## src/rtl/load_store_unit_if.sv

```systemverilog
// Request, memory-bus and response signals of the load/store unit.
// slave is the load/store unit itself; master is the execute stage, memory and consumer.
interface load_store_unit_if #(
    parameter int unsigned BYTE_WIDTH = 8,
    parameter int unsigned ADDR_WIDTH = 32
);
    localparam int unsigned DataWidth = 4 * BYTE_WIDTH;

    logic                  req_valid;
    logic                  req_ready;
    logic                  req_is_store;
    logic [2:0]            req_funct3;
    logic [ADDR_WIDTH-1:0] req_addr;
    logic [DataWidth-1:0]  req_wdata;

    logic                  mem_req;
    logic                  mem_we;
    logic [3:0]            mem_be;
    logic [ADDR_WIDTH-1:0] mem_addr;
    logic [DataWidth-1:0]  mem_wdata;
    logic                  mem_ack;
    logic                  mem_err;
    logic [DataWidth-1:0]  mem_rdata;

    logic                  rsp_valid;
    logic                  rsp_ready;
    logic                  rsp_is_load;
    logic [3:0]            ldst_mask;
    logic [1:0]            offset;
    logic                  ldst_is_unsigned;
    logic [DataWidth-1:0]  memory_out;
    logic                  misaligned;
    logic                  access_fault;

    modport slave (
        input  req_valid, req_is_store, req_funct3, req_addr, req_wdata,
        output req_ready,
        output mem_req, mem_we, mem_be, mem_addr, mem_wdata,
        input  mem_ack, mem_err, mem_rdata,
        output rsp_valid, rsp_is_load, ldst_mask, offset, ldst_is_unsigned,
        output memory_out, misaligned, access_fault,
        input  rsp_ready
    );

    modport master (
        output req_valid, req_is_store, req_funct3, req_addr, req_wdata,
        input  req_ready,
        input  mem_req, mem_we, mem_be, mem_addr, mem_wdata,
        output mem_ack, mem_err, mem_rdata,
        input  rsp_valid, rsp_is_load, ldst_mask, offset, ldst_is_unsigned,
        input  memory_out, misaligned, access_fault,
        output rsp_ready
    );
endinterface

```

## src/rtl/load_store_unit.sv

```systemverilog
// Load/store front end: checks one request at a time, runs a single word-addressed
// bus cycle guarded by a watchdog, and returns the raw word plus lane information.
module load_store_unit #(
    parameter int unsigned BYTE_WIDTH     = 8,
    parameter int unsigned ADDR_WIDTH     = 32,
    parameter int unsigned TIMEOUT_CYCLES = 255
) (
    input  logic             clk,
    input  logic             rst_n,
    load_store_unit_if.slave lsu_if
);
    localparam int unsigned DataWidth = 4 * BYTE_WIDTH;
    localparam int unsigned CntWidth  = $clog2(TIMEOUT_CYCLES + 1);
    localparam logic [CntWidth:0] TimeoutVal = (CntWidth + 1)'(TIMEOUT_CYCLES);

    typedef enum logic [1:0] {StIdle, StBus, StResp} state_e;

    state_e state_q, state_d;

    logic [CntWidth-1:0]   cnt_q, cnt_d;
    logic [CntWidth:0]     cnt_inc;
    logic                  expired;

    logic                  mem_we_q, mem_we_d;
    logic [3:0]            mem_be_q, mem_be_d;
    logic [ADDR_WIDTH-1:0] mem_addr_q, mem_addr_d;
    logic [DataWidth-1:0]  mem_wdata_q, mem_wdata_d;

    logic                  rsp_is_load_q, rsp_is_load_d;
    logic [3:0]            ldst_mask_q, ldst_mask_d;
    logic [1:0]            offset_q, offset_d;
    logic                  unsigned_q, unsigned_d;
    logic [DataWidth-1:0]  memory_out_q, memory_out_d;
    logic                  misaligned_q, misaligned_d;
    logic                  access_fault_q, access_fault_d;

    logic [3:0]            size_mask;
    logic                  legal;
    logic                  aligned;
    logic                  accept;
    logic [1:0]            req_off;

    assign req_off = lsu_if.req_addr[1:0];
    assign accept  = (state_q == StIdle) && lsu_if.req_valid;

    // Unsigned sizes (100/101) exist only for loads.
    always_comb begin
        size_mask = 4'b0000;
        legal     = 1'b0;
        case (lsu_if.req_funct3)
            3'b000: begin size_mask = 4'b0001; legal = 1'b1; end
            3'b001: begin size_mask = 4'b0011; legal = 1'b1; end
            3'b010: begin size_mask = 4'b1111; legal = 1'b1; end
            3'b100: begin size_mask = 4'b0001; legal = !lsu_if.req_is_store; end
            3'b101: begin size_mask = 4'b0011; legal = !lsu_if.req_is_store; end
            default: ;
        endcase
        aligned = !(((size_mask == 4'b0011) && req_off[0]) ||
                    ((size_mask == 4'b1111) && (req_off != 2'b00)));
    end

    // The ack in the expiry cycle wins over the watchdog.
    assign cnt_inc = {1'b0, cnt_q} + {{CntWidth{1'b0}}, 1'b1};
    assign expired = (state_q == StBus) && !lsu_if.mem_ack && (cnt_inc == TimeoutVal);

    always_ff @(posedge clk or negedge rst_n) begin
        if (!rst_n) begin
            state_q <= StIdle;
        end else begin
            state_q <= state_d;
        end
    end

    always_comb begin
        state_d = state_q;
        unique case (state_q)
            StIdle: if (lsu_if.req_valid) state_d = (legal && aligned) ? StBus : StResp;
            StBus:  if (lsu_if.mem_ack || expired) state_d = StResp;
            StResp: if (lsu_if.rsp_ready) state_d = StIdle;
            default: state_d = StIdle;
        endcase
    end

    always_comb begin
        lsu_if.req_ready = (state_q == StIdle);
        lsu_if.mem_req   = (state_q == StBus);
        lsu_if.rsp_valid = (state_q == StResp);
    end

    always_comb begin
        cnt_d          = cnt_q;
        mem_we_d       = mem_we_q;
        mem_be_d       = mem_be_q;
        mem_addr_d     = mem_addr_q;
        mem_wdata_d    = mem_wdata_q;
        rsp_is_load_d  = rsp_is_load_q;
        ldst_mask_d    = ldst_mask_q;
        offset_d       = offset_q;
        unsigned_d     = unsigned_q;
        memory_out_d   = memory_out_q;
        misaligned_d   = misaligned_q;
        access_fault_d = access_fault_q;
        if (accept) begin
            rsp_is_load_d  = !lsu_if.req_is_store;
            offset_d       = req_off;
            unsigned_d     = lsu_if.req_funct3[2] && !lsu_if.req_funct3[1];
            memory_out_d   = '0;
            access_fault_d = 1'b0;
            misaligned_d   = !(legal && aligned);
            ldst_mask_d    = (legal && aligned && !lsu_if.req_is_store) ? size_mask : 4'b0000;
            if (legal && aligned) begin
                cnt_d       = '0;
                mem_we_d    = lsu_if.req_is_store;
                mem_be_d    = lsu_if.req_is_store ? (size_mask << req_off) : 4'b1111;
                mem_addr_d  = {lsu_if.req_addr[ADDR_WIDTH-1:2], 2'b00};
                mem_wdata_d = lsu_if.req_wdata << (BYTE_WIDTH * 32'(req_off));
            end
        end else if (state_q == StBus) begin
            if (lsu_if.mem_ack) begin
                if (lsu_if.mem_err) begin
                    access_fault_d = 1'b1;
                    ldst_mask_d    = 4'b0000;
                end else if (rsp_is_load_q) begin
                    memory_out_d = lsu_if.mem_rdata;
                end
            end else if (expired) begin
                access_fault_d = 1'b1;
                ldst_mask_d    = 4'b0000;
            end else begin
                cnt_d = cnt_inc[CntWidth-1:0];
            end
        end
    end

    always_ff @(posedge clk or negedge rst_n) begin
        if (!rst_n) begin
            cnt_q          <= '0;
            mem_we_q       <= 1'b0;
            mem_be_q       <= 4'b0000;
            mem_addr_q     <= '0;
            mem_wdata_q    <= '0;
            rsp_is_load_q  <= 1'b0;
            ldst_mask_q    <= 4'b0000;
            offset_q       <= 2'b00;
            unsigned_q     <= 1'b0;
            memory_out_q   <= '0;
            misaligned_q   <= 1'b0;
            access_fault_q <= 1'b0;
        end else begin
            cnt_q          <= cnt_d;
            mem_we_q       <= mem_we_d;
            mem_be_q       <= mem_be_d;
            mem_addr_q     <= mem_addr_d;
            mem_wdata_q    <= mem_wdata_d;
            rsp_is_load_q  <= rsp_is_load_d;
            ldst_mask_q    <= ldst_mask_d;
            offset_q       <= offset_d;
            unsigned_q     <= unsigned_d;
            memory_out_q   <= memory_out_d;
            misaligned_q   <= misaligned_d;
            access_fault_q <= access_fault_d;
        end
    end

    assign lsu_if.mem_we           = mem_we_q;
    assign lsu_if.mem_be           = mem_be_q;
    assign lsu_if.mem_addr         = mem_addr_q;
    assign lsu_if.mem_wdata        = mem_wdata_q;
    assign lsu_if.rsp_is_load      = rsp_is_load_q;
    assign lsu_if.ldst_mask        = ldst_mask_q;
    assign lsu_if.offset           = offset_q;
    assign lsu_if.ldst_is_unsigned = unsigned_q;
    assign lsu_if.memory_out       = memory_out_q;
    assign lsu_if.misaligned       = misaligned_q;
    assign lsu_if.access_fault     = access_fault_q;
endmodule

```

## src/flat_wrapper.sv

```systemverilog
// flat-port wrapper written by rule: the top's interface ports become plain ports
module load_store_unit_flat 
#(
    parameter int unsigned BYTE_WIDTH     = 8,
    parameter int unsigned ADDR_WIDTH     = 32,
    parameter int unsigned TIMEOUT_CYCLES = 255
)
  (clk, rst_n, lsu_if_req_valid, lsu_if_req_is_store, lsu_if_req_funct3, lsu_if_req_addr, lsu_if_req_wdata, lsu_if_req_ready, lsu_if_mem_req, lsu_if_mem_we, lsu_if_mem_be, lsu_if_mem_addr, lsu_if_mem_wdata, lsu_if_mem_ack, lsu_if_mem_err, lsu_if_mem_rdata, lsu_if_rsp_valid, lsu_if_rsp_is_load, lsu_if_ldst_mask, lsu_if_offset, lsu_if_ldst_is_unsigned, lsu_if_memory_out, lsu_if_misaligned, lsu_if_access_fault, lsu_if_rsp_ready);
  load_store_unit_if #(.BYTE_WIDTH(BYTE_WIDTH), .ADDR_WIDTH(ADDR_WIDTH)) lsu_if_i ();
  input  logic clk;
  input  logic rst_n;
  input wire logic [$bits(lsu_if_i.req_valid)-1:0] lsu_if_req_valid;
  input wire logic [$bits(lsu_if_i.req_is_store)-1:0] lsu_if_req_is_store;
  input wire logic [$bits(lsu_if_i.req_funct3)-1:0] lsu_if_req_funct3;
  input wire logic [$bits(lsu_if_i.req_addr)-1:0] lsu_if_req_addr;
  input wire logic [$bits(lsu_if_i.req_wdata)-1:0] lsu_if_req_wdata;
  output wire logic [$bits(lsu_if_i.req_ready)-1:0] lsu_if_req_ready;
  output wire logic [$bits(lsu_if_i.mem_req)-1:0] lsu_if_mem_req;
  output wire logic [$bits(lsu_if_i.mem_we)-1:0] lsu_if_mem_we;
  output wire logic [$bits(lsu_if_i.mem_be)-1:0] lsu_if_mem_be;
  output wire logic [$bits(lsu_if_i.mem_addr)-1:0] lsu_if_mem_addr;
  output wire logic [$bits(lsu_if_i.mem_wdata)-1:0] lsu_if_mem_wdata;
  input wire logic [$bits(lsu_if_i.mem_ack)-1:0] lsu_if_mem_ack;
  input wire logic [$bits(lsu_if_i.mem_err)-1:0] lsu_if_mem_err;
  input wire logic [$bits(lsu_if_i.mem_rdata)-1:0] lsu_if_mem_rdata;
  output wire logic [$bits(lsu_if_i.rsp_valid)-1:0] lsu_if_rsp_valid;
  output wire logic [$bits(lsu_if_i.rsp_is_load)-1:0] lsu_if_rsp_is_load;
  output wire logic [$bits(lsu_if_i.ldst_mask)-1:0] lsu_if_ldst_mask;
  output wire logic [$bits(lsu_if_i.offset)-1:0] lsu_if_offset;
  output wire logic [$bits(lsu_if_i.ldst_is_unsigned)-1:0] lsu_if_ldst_is_unsigned;
  output wire logic [$bits(lsu_if_i.memory_out)-1:0] lsu_if_memory_out;
  output wire logic [$bits(lsu_if_i.misaligned)-1:0] lsu_if_misaligned;
  output wire logic [$bits(lsu_if_i.access_fault)-1:0] lsu_if_access_fault;
  input wire logic [$bits(lsu_if_i.rsp_ready)-1:0] lsu_if_rsp_ready;
  assign lsu_if_i.req_valid = lsu_if_req_valid;
  assign lsu_if_i.req_is_store = lsu_if_req_is_store;
  assign lsu_if_i.req_funct3 = lsu_if_req_funct3;
  assign lsu_if_i.req_addr = lsu_if_req_addr;
  assign lsu_if_i.req_wdata = lsu_if_req_wdata;
  assign lsu_if_req_ready = lsu_if_i.req_ready;
  assign lsu_if_mem_req = lsu_if_i.mem_req;
  assign lsu_if_mem_we = lsu_if_i.mem_we;
  assign lsu_if_mem_be = lsu_if_i.mem_be;
  assign lsu_if_mem_addr = lsu_if_i.mem_addr;
  assign lsu_if_mem_wdata = lsu_if_i.mem_wdata;
  assign lsu_if_i.mem_ack = lsu_if_mem_ack;
  assign lsu_if_i.mem_err = lsu_if_mem_err;
  assign lsu_if_i.mem_rdata = lsu_if_mem_rdata;
  assign lsu_if_rsp_valid = lsu_if_i.rsp_valid;
  assign lsu_if_rsp_is_load = lsu_if_i.rsp_is_load;
  assign lsu_if_ldst_mask = lsu_if_i.ldst_mask;
  assign lsu_if_offset = lsu_if_i.offset;
  assign lsu_if_ldst_is_unsigned = lsu_if_i.ldst_is_unsigned;
  assign lsu_if_memory_out = lsu_if_i.memory_out;
  assign lsu_if_misaligned = lsu_if_i.misaligned;
  assign lsu_if_access_fault = lsu_if_i.access_fault;
  assign lsu_if_i.rsp_ready = lsu_if_rsp_ready;
  load_store_unit #(.BYTE_WIDTH(BYTE_WIDTH), .ADDR_WIDTH(ADDR_WIDTH), .TIMEOUT_CYCLES(TIMEOUT_CYCLES)) u_core (.clk(clk), .rst_n(rst_n), .lsu_if(lsu_if_i));
endmodule
```

## config.mk

```make
export PLATFORM = sky130hd
export DESIGN_NAME = load_store_unit_flat
export DESIGN_NICKNAME = d
export VERILOG_FILES = /design/src/rtl/load_store_unit_if.sv /design/src/rtl/load_store_unit.sv /design/src/flat_wrapper.sv
export SDC_FILE = /design/constraint.sdc
export NUM_CORES = 1
export LEC_CHECK = 0
export CORE_ASPECT_RATIO = 0.5
export CORE_MARGIN = 2
export CORE_UTILIZATION = 40
export CTS_BUF_LIST = sky130_fd_sc_hd__clkbuf_16
export DETAILED_ROUTE_END_ITERATION = 7
export PLACE_DENSITY = 0.72
export SETUP_SLACK_MARGIN = 0.2
export SYNTH_ARGS = -nofsm -noshare
export SYNTH_HDL_FRONTEND = slang
export SYNTH_SLANG_ARGS = --single-unit
```

## constraint.sdc

```tcl
create_clock -name clk -period 4.3 [get_ports clk]
set_input_delay 0.43 -clock clk [delete_from_list [all_inputs] [get_ports clk]]
set_output_delay 0.43 -clock clk [all_outputs]
set_load 0.1 [all_outputs]
```

After elaboration in Yosys (flattened, before gate mapping)
Index checks and enable logic that the tools add are counted.
W data, S select, Z words.
{"block": "classes", "n_addsub": 1, "eq_ne": 17, "shift": 2, "n_mux": 29, "reduce_logical": 31}
{"operator": "$mux W32", "n": 5}
{"operator": "$mux W8", "n": 5}
{"operator": "$shl A32 B5 Y32", "n": 1}
{"operator": "$mux W4", "n": 7}
{"operator": "$pmux W4 S3", "n": 1}
{"operator": "$add A8 B1 Y9 const B", "n": 1}
{"operator": "$eq A9 B8 Y1 const B", "n": 1}
{"operator": "$logic_and A1 B1 Y1", "n": 8}
{"operator": "$mux W2", "n": 4}
{"operator": "$ne A2 B1 Y1 const B", "n": 4}
{"operator": "$reduce_and A4 Y1", "n": 2}
{"operator": "$reduce_bool A2 Y1", "n": 4}
{"operator": "$eq A3 B3 Y1 const B", "n": 2}
{"operator": "$ne A2 B2 Y1 const B", "n": 3}
{"operator": "$pmux W2 S3", "n": 1}
{"operator": "$reduce_and A3 Y1", "n": 2}
{"operator": "$reduce_or A2 Y1", "n": 3}
{"operator": "$logic_not A1 Y1", "n": 5}
{"operator": "$mux W1", "n": 5}
{"operator": "$eq A4 B2 Y1 const B", "n": 1}
{"operator": "$eq A4 B4 Y1 const B", "n": 1}
{"operator": "$shl A4 B2 Y4", "n": 1}
{"operator": "$eq A3 B1 Y1 const B", "n": 1}
{"operator": "$eq A3 B2 Y1 const B", "n": 1}
{"operator": "other kinds (10)", "n": 11}
{"block": "word_totals", "reg_bits": 119, "inputBits": 106, "wordCells": 93}

Longest topological paths before layout
{"block": "depth", "word_depth": 11, "mapped_depth": 7, "depth_no_buf": 6}

Worst setup path before layout
No wires, ideal clock.
{"block": "synth_path", "path_type": "register to register", "from": "register u_core.state_q[0]", "to": "register u_core.mem_wdata_q[10], in the netlist u_core.lsu_if.mem_wdata[10]", "setup_ps": 128, "arrival_time_ps": 2795, "required_ps": 4172, "setup_slack_ps": 1376, "path_stages_with_launch": 8, "synth_period_minus_slack_ps": 2924, "path_cell_list": "dfrtp_1 -> nor2_1 -> nand2_2 -> or2_4 -> buf_6 -> buf_2 -> nand2_1 -> o31ai_2"}
{"block": "synth_between", "elab_chain_cells": 3}
{"item": "from (decl)", "line_no": "load_store_unit.sv:18", "source": "state_e state_q, state_d;"}
{"item": "from (signal assigned)", "line_no": "load_store_unit.sv:68", "source": "state_q <= StIdle;"}
{"item": "from (signal assigned)", "line_no": "load_store_unit.sv:70", "source": "state_q <= state_d;"}
{"item": "$logic_not A2 Y1"}
{"item": "net lsu_if_req_ready", "line_no": "flat_wrapper.sv:17", "source": "output wire logic [$bits(lsu_if_i.req_ready)-1:0] lsu_if_req_ready;"}
{"item": "$logic_and A1 B1 Y1", "line_no": "load_store_unit.sv:44", "source": "assign accept = (state_q == StIdle) && lsu_if.req_valid;"}
{"item": "$reduce_and A2 Y1 (no line)"}
{"item": "to (signal assigned)", "line_no": "load_store_unit.sv:154", "source": "mem_wdata_q <= mem_wdata_d;"}
{"item": "to (decl)", "line_no": "load_store_unit.sv:27", "source": "logic [DataWidth-1:0] mem_wdata_q, mem_wdata_d;"}
The timed path passes the listed nets, and every way through them passes these cells.
A chain may end at the register's enable or synchronous reset.

Final worst setup path
{"block": "layout_path", "from": "register u_core.state_q[0]", "to": "output port lsu_if_mem_req"}
{"block": "layout_between", "elab_chain_cells": 1}
{"item": "$eq A2 B1 Y1", "line_no": "load_store_unit.sv:86", "source": "lsu_if.mem_req = (state_q == StBus);"}
{"item": "to (decl)", "line_no": "flat_wrapper.sv:18", "source": "output wire logic [$bits(lsu_if_i.mem_req)-1:0] lsu_if_mem_req;"}
No other way between the ends.

==> results.cfg <==
[outcome]
outcome = completed

[die]
placement_rows = 29
chipWidth_um = 167
initial_utilization_pct = 41.5
fp.coreArea_um2 = 12800
floorplan.die_area_um2 = 14300
io_pins = 220
die_y_um = 85.5

[worst_setup_path]
worstPathArrival_ns = 2.51
r2r.worst_path.cells = 5
critical_path.startpoint_type = flip-flop
worstSetupPathType = flip-flop to output port
reg2reg_launch_point = u_core.state_q[0]
cp-startpoint = u_core.state_q[0]
worst_path_required_time_ns = 3.87
critPathCaptureType = output port
worstPathMaxFanout = 7

[global_route]
grt_start_max_net_pins = 85
grt_overflow_total = 0
first_global_vias = 4787
grt_antenna_before_repair = 0
grt_pass1_wl_mm = 24.6
gr-usage-all-layers_pct = 21.8

[finish]
cell_area_after_layout_um2 = 8140
finish.net_count = 901
final_layout_size_suffix_gt1_share_pct = 7.07
n_fill_cell = 1093
n_antenna_cell = 0
area_growth_syn_to_layout_pct = 53.3

[place]
io_buffer_count = 217
finalWeightedCongestion = 0.816
detailed_place.area_um2 = 7530
hpwl_mm = 10.7

[logic_synthesis]
synth_async_sr_flop_share_pct = 100
yosysTopAreaCell = dfrtp_1
synth_cell_types = 46
synth_top_cells_by_count = nand2_1 (226), dfrtp_1 (118), nand3_1 (46), a21oi_1 (24), nor2_1 (20)
ys_seq_elements = 118
avgSynthCellArea_um2 = 9.01
synth_area_leaders = dfrtp_1 (56%), nand2_1 (16%), nand3_1 (4.3%)
synth-main-ff-cell = dfrtp_1
syn_area_um2 = 5310
seq_total_area_yosys_pct = 55.6
synthCells = 590
most_repeated_cell_in_the_gate_level_netlist_after_synthesis = nand2_1
synth-edff-count = 0
synthesis.yosys.warnings = 0
netlist.area_leader.share_pct = 55.6

[clocking]
postCtsSetupRepairBufs = 0
ctsResizeCount = 0
tritoncts = done
clock_tree.root_cell = clkbuf_16
latest_clock_arrival_within_the_worst_skew_pair_ns = 0.41
number_of_cts_inserted_buffers = 17
holdBufCountCts = 0
h-tree-depth = 4
clock_path_buffers = 2
clkSinkCount = 118
clock_transition_at_the_register_clock_pins_on_the_worst_setup_and_hold_paths_after_cts_ns = 0.06

[route]
drt_iter0_drc = 347
drtAntennaViolNets = 0
viasPerCell = 4.88
totalWireLength_mm = 15.2
drt_drc_violations_left = 0
drt-pass1-iter-count = 4
routedWlPerCell_um = 15.6
via_count = 4759

[timing]
fmaxAchievable_mhz = 340
slew_headroom_pct = 17.0
timing.setup.tns_ns = 0
rsz0062_at_grt = no
max_slew.worst_pin.slew_ns = 1.24
hold_viol_final = 0
worst_clock_skew_ns = 0.00646
final-max-slew-violation-count = 0
fin_crit_ns = 2.94
timing.final.setup_violations = 0
final_worst_path_period_share_pct = 68.4

[hold_path]
hp-class = primary input to asynchronous set/reset pin

[flow_run]
cap_violations = 0

[pwr]
power.density_cell_area_nw_per_um2 = 874
power.leakage_uw = 0.00385
max-vdd-ir-drop_mv = 0.536
## where the power goes
part           total [µW]  leakage, µW  switching (µW)  internal [µW]
clock                1470     0.000296             549            925
sequential           1660      0.00154             205           1460
combinational        3980      0.00201            3140            840
## worst max-delay path: stages (launching register included)
cell and delay [ns]:
dfrtp_1 0.41, nor2b_1 0.43, clkdlybuf4s50_1 1.26
## final timing paths
check / end / slack, ns
max in group asynchronous: u_core.lsu_if.mem_wdata[27] / 3.28
setup / recovery: lsu_if_mem_req / 1.36
setup reg to reg: u_core.cnt_q[5] / 1.68
hold reg to reg: u_core.lsu_if.mem_wdata[7] / 0.47
min in group clk: u_core.lsu_if.mem_wdata[7] / 0.47
hold / removal: u_core.lsu_if.memory_out[13] / 0.12
## state kept, by name, indices dropped and copies added, names as in the netlist
signal	count
u_core.lsu_if.mem_we	1
u_core.state_q	2
u_core.lsu_if.misaligned	1
u_core.lsu_if.ldst_is_unsigned	1
u_core.lsu_if.mem_addr	30
u_core.lsu_if.rsp_is_load	1
u_core.lsu_if.mem_be	4
u_core.cnt_q	8
u_core.lsu_if.access_fault	1
u_core.lsu_if.memory_out	32
u_core.lsu_if.mem_wdata	32
u_core.lsu_if.ldst_mask	3
u_core.lsu_if.offset	2
## layout make-up
cell class	instances	area, µm²	share of cell area [%]
Sequential cell	118	2950	36.3
Timing Repair Buffer	222	2200	27.0
Multi-Input combinational cell	425	2130	26.1
Clock buffer	17	425	5.22
Tap cell	170	213	2.61
Clock inverter	15	189	2.32
Inverter	9	33.8	0.415
## metal layers
layer	GRT usage [%]	part of all wire [%]	vias to the layer above
met5	0	0	-
met4	8.07	2.1	0
met3	6.32	5.3	21
met2	35.8	48	113
met1	28.0	44	2277
li1	-	-	2348
## metrics by stage
stage          std cells  power [µW]  hold WS, ns  setup WS [ns]  utilization (%)
4_1_cts              976        7170        0.145           1.35             63.6
2_1_floorplan        591        4650        0.134           1.38                -
6_report             976        7120        0.124           1.36             63.6
5_1_grt              976        7380        0.186           1.20             63.6
3_3_place_gp         944        5640        0.454           1.38             58.8
3_5_place_dp         944        5670        0.457           1.31             58.8
## cell usage in the layout (no fill, tap or decap), drive strengths merged
cell	instances
and2	2
and3	3
mux2i	16
clkdlybuf4s50	215
or2	1
clkbuf	17
a221oi	1
nor3	3
a211o	3
nor2b	13
o22ai	3
o31ai	8
a21oi	25
clkinv	3
a211oi	9
nor3b	2
buf	7
xor2	2
a31oi	1
o211a	1
ha	2
o21ai	19
mux2	2
bufinv	3
xnor2	2
dfrtp	118
nand2	227
or3	2
a32oi	1
nand3	46
a21boi	1
o31a	1
a21o	1
nand2b	3
nor2	22
inv	16
clkinvlp	2
nand4	1
conb	2
## cell families (layout without fill, tap and decap cells)
| logic type | after synthesis | count (layout) | share of synthesized area, % |
|---|---|---|---|
| other cells | 1 | 2 | 0.0706 |
| flops | 118 | 118 | 55.6 |
| fa+ha+maj | 2 | 2 | 0.471 |
| simple gates | 325 | 325 | 25.9 |
| compound gates | 74 | 74 | 9.40 |
| mux | 18 | 18 | 3.44 |
| buf+inv | 48 | 263 | 4.54 |
| xor+xnor | 4 | 4 | 0.659 |
Power figures use the tool's default switching activity.
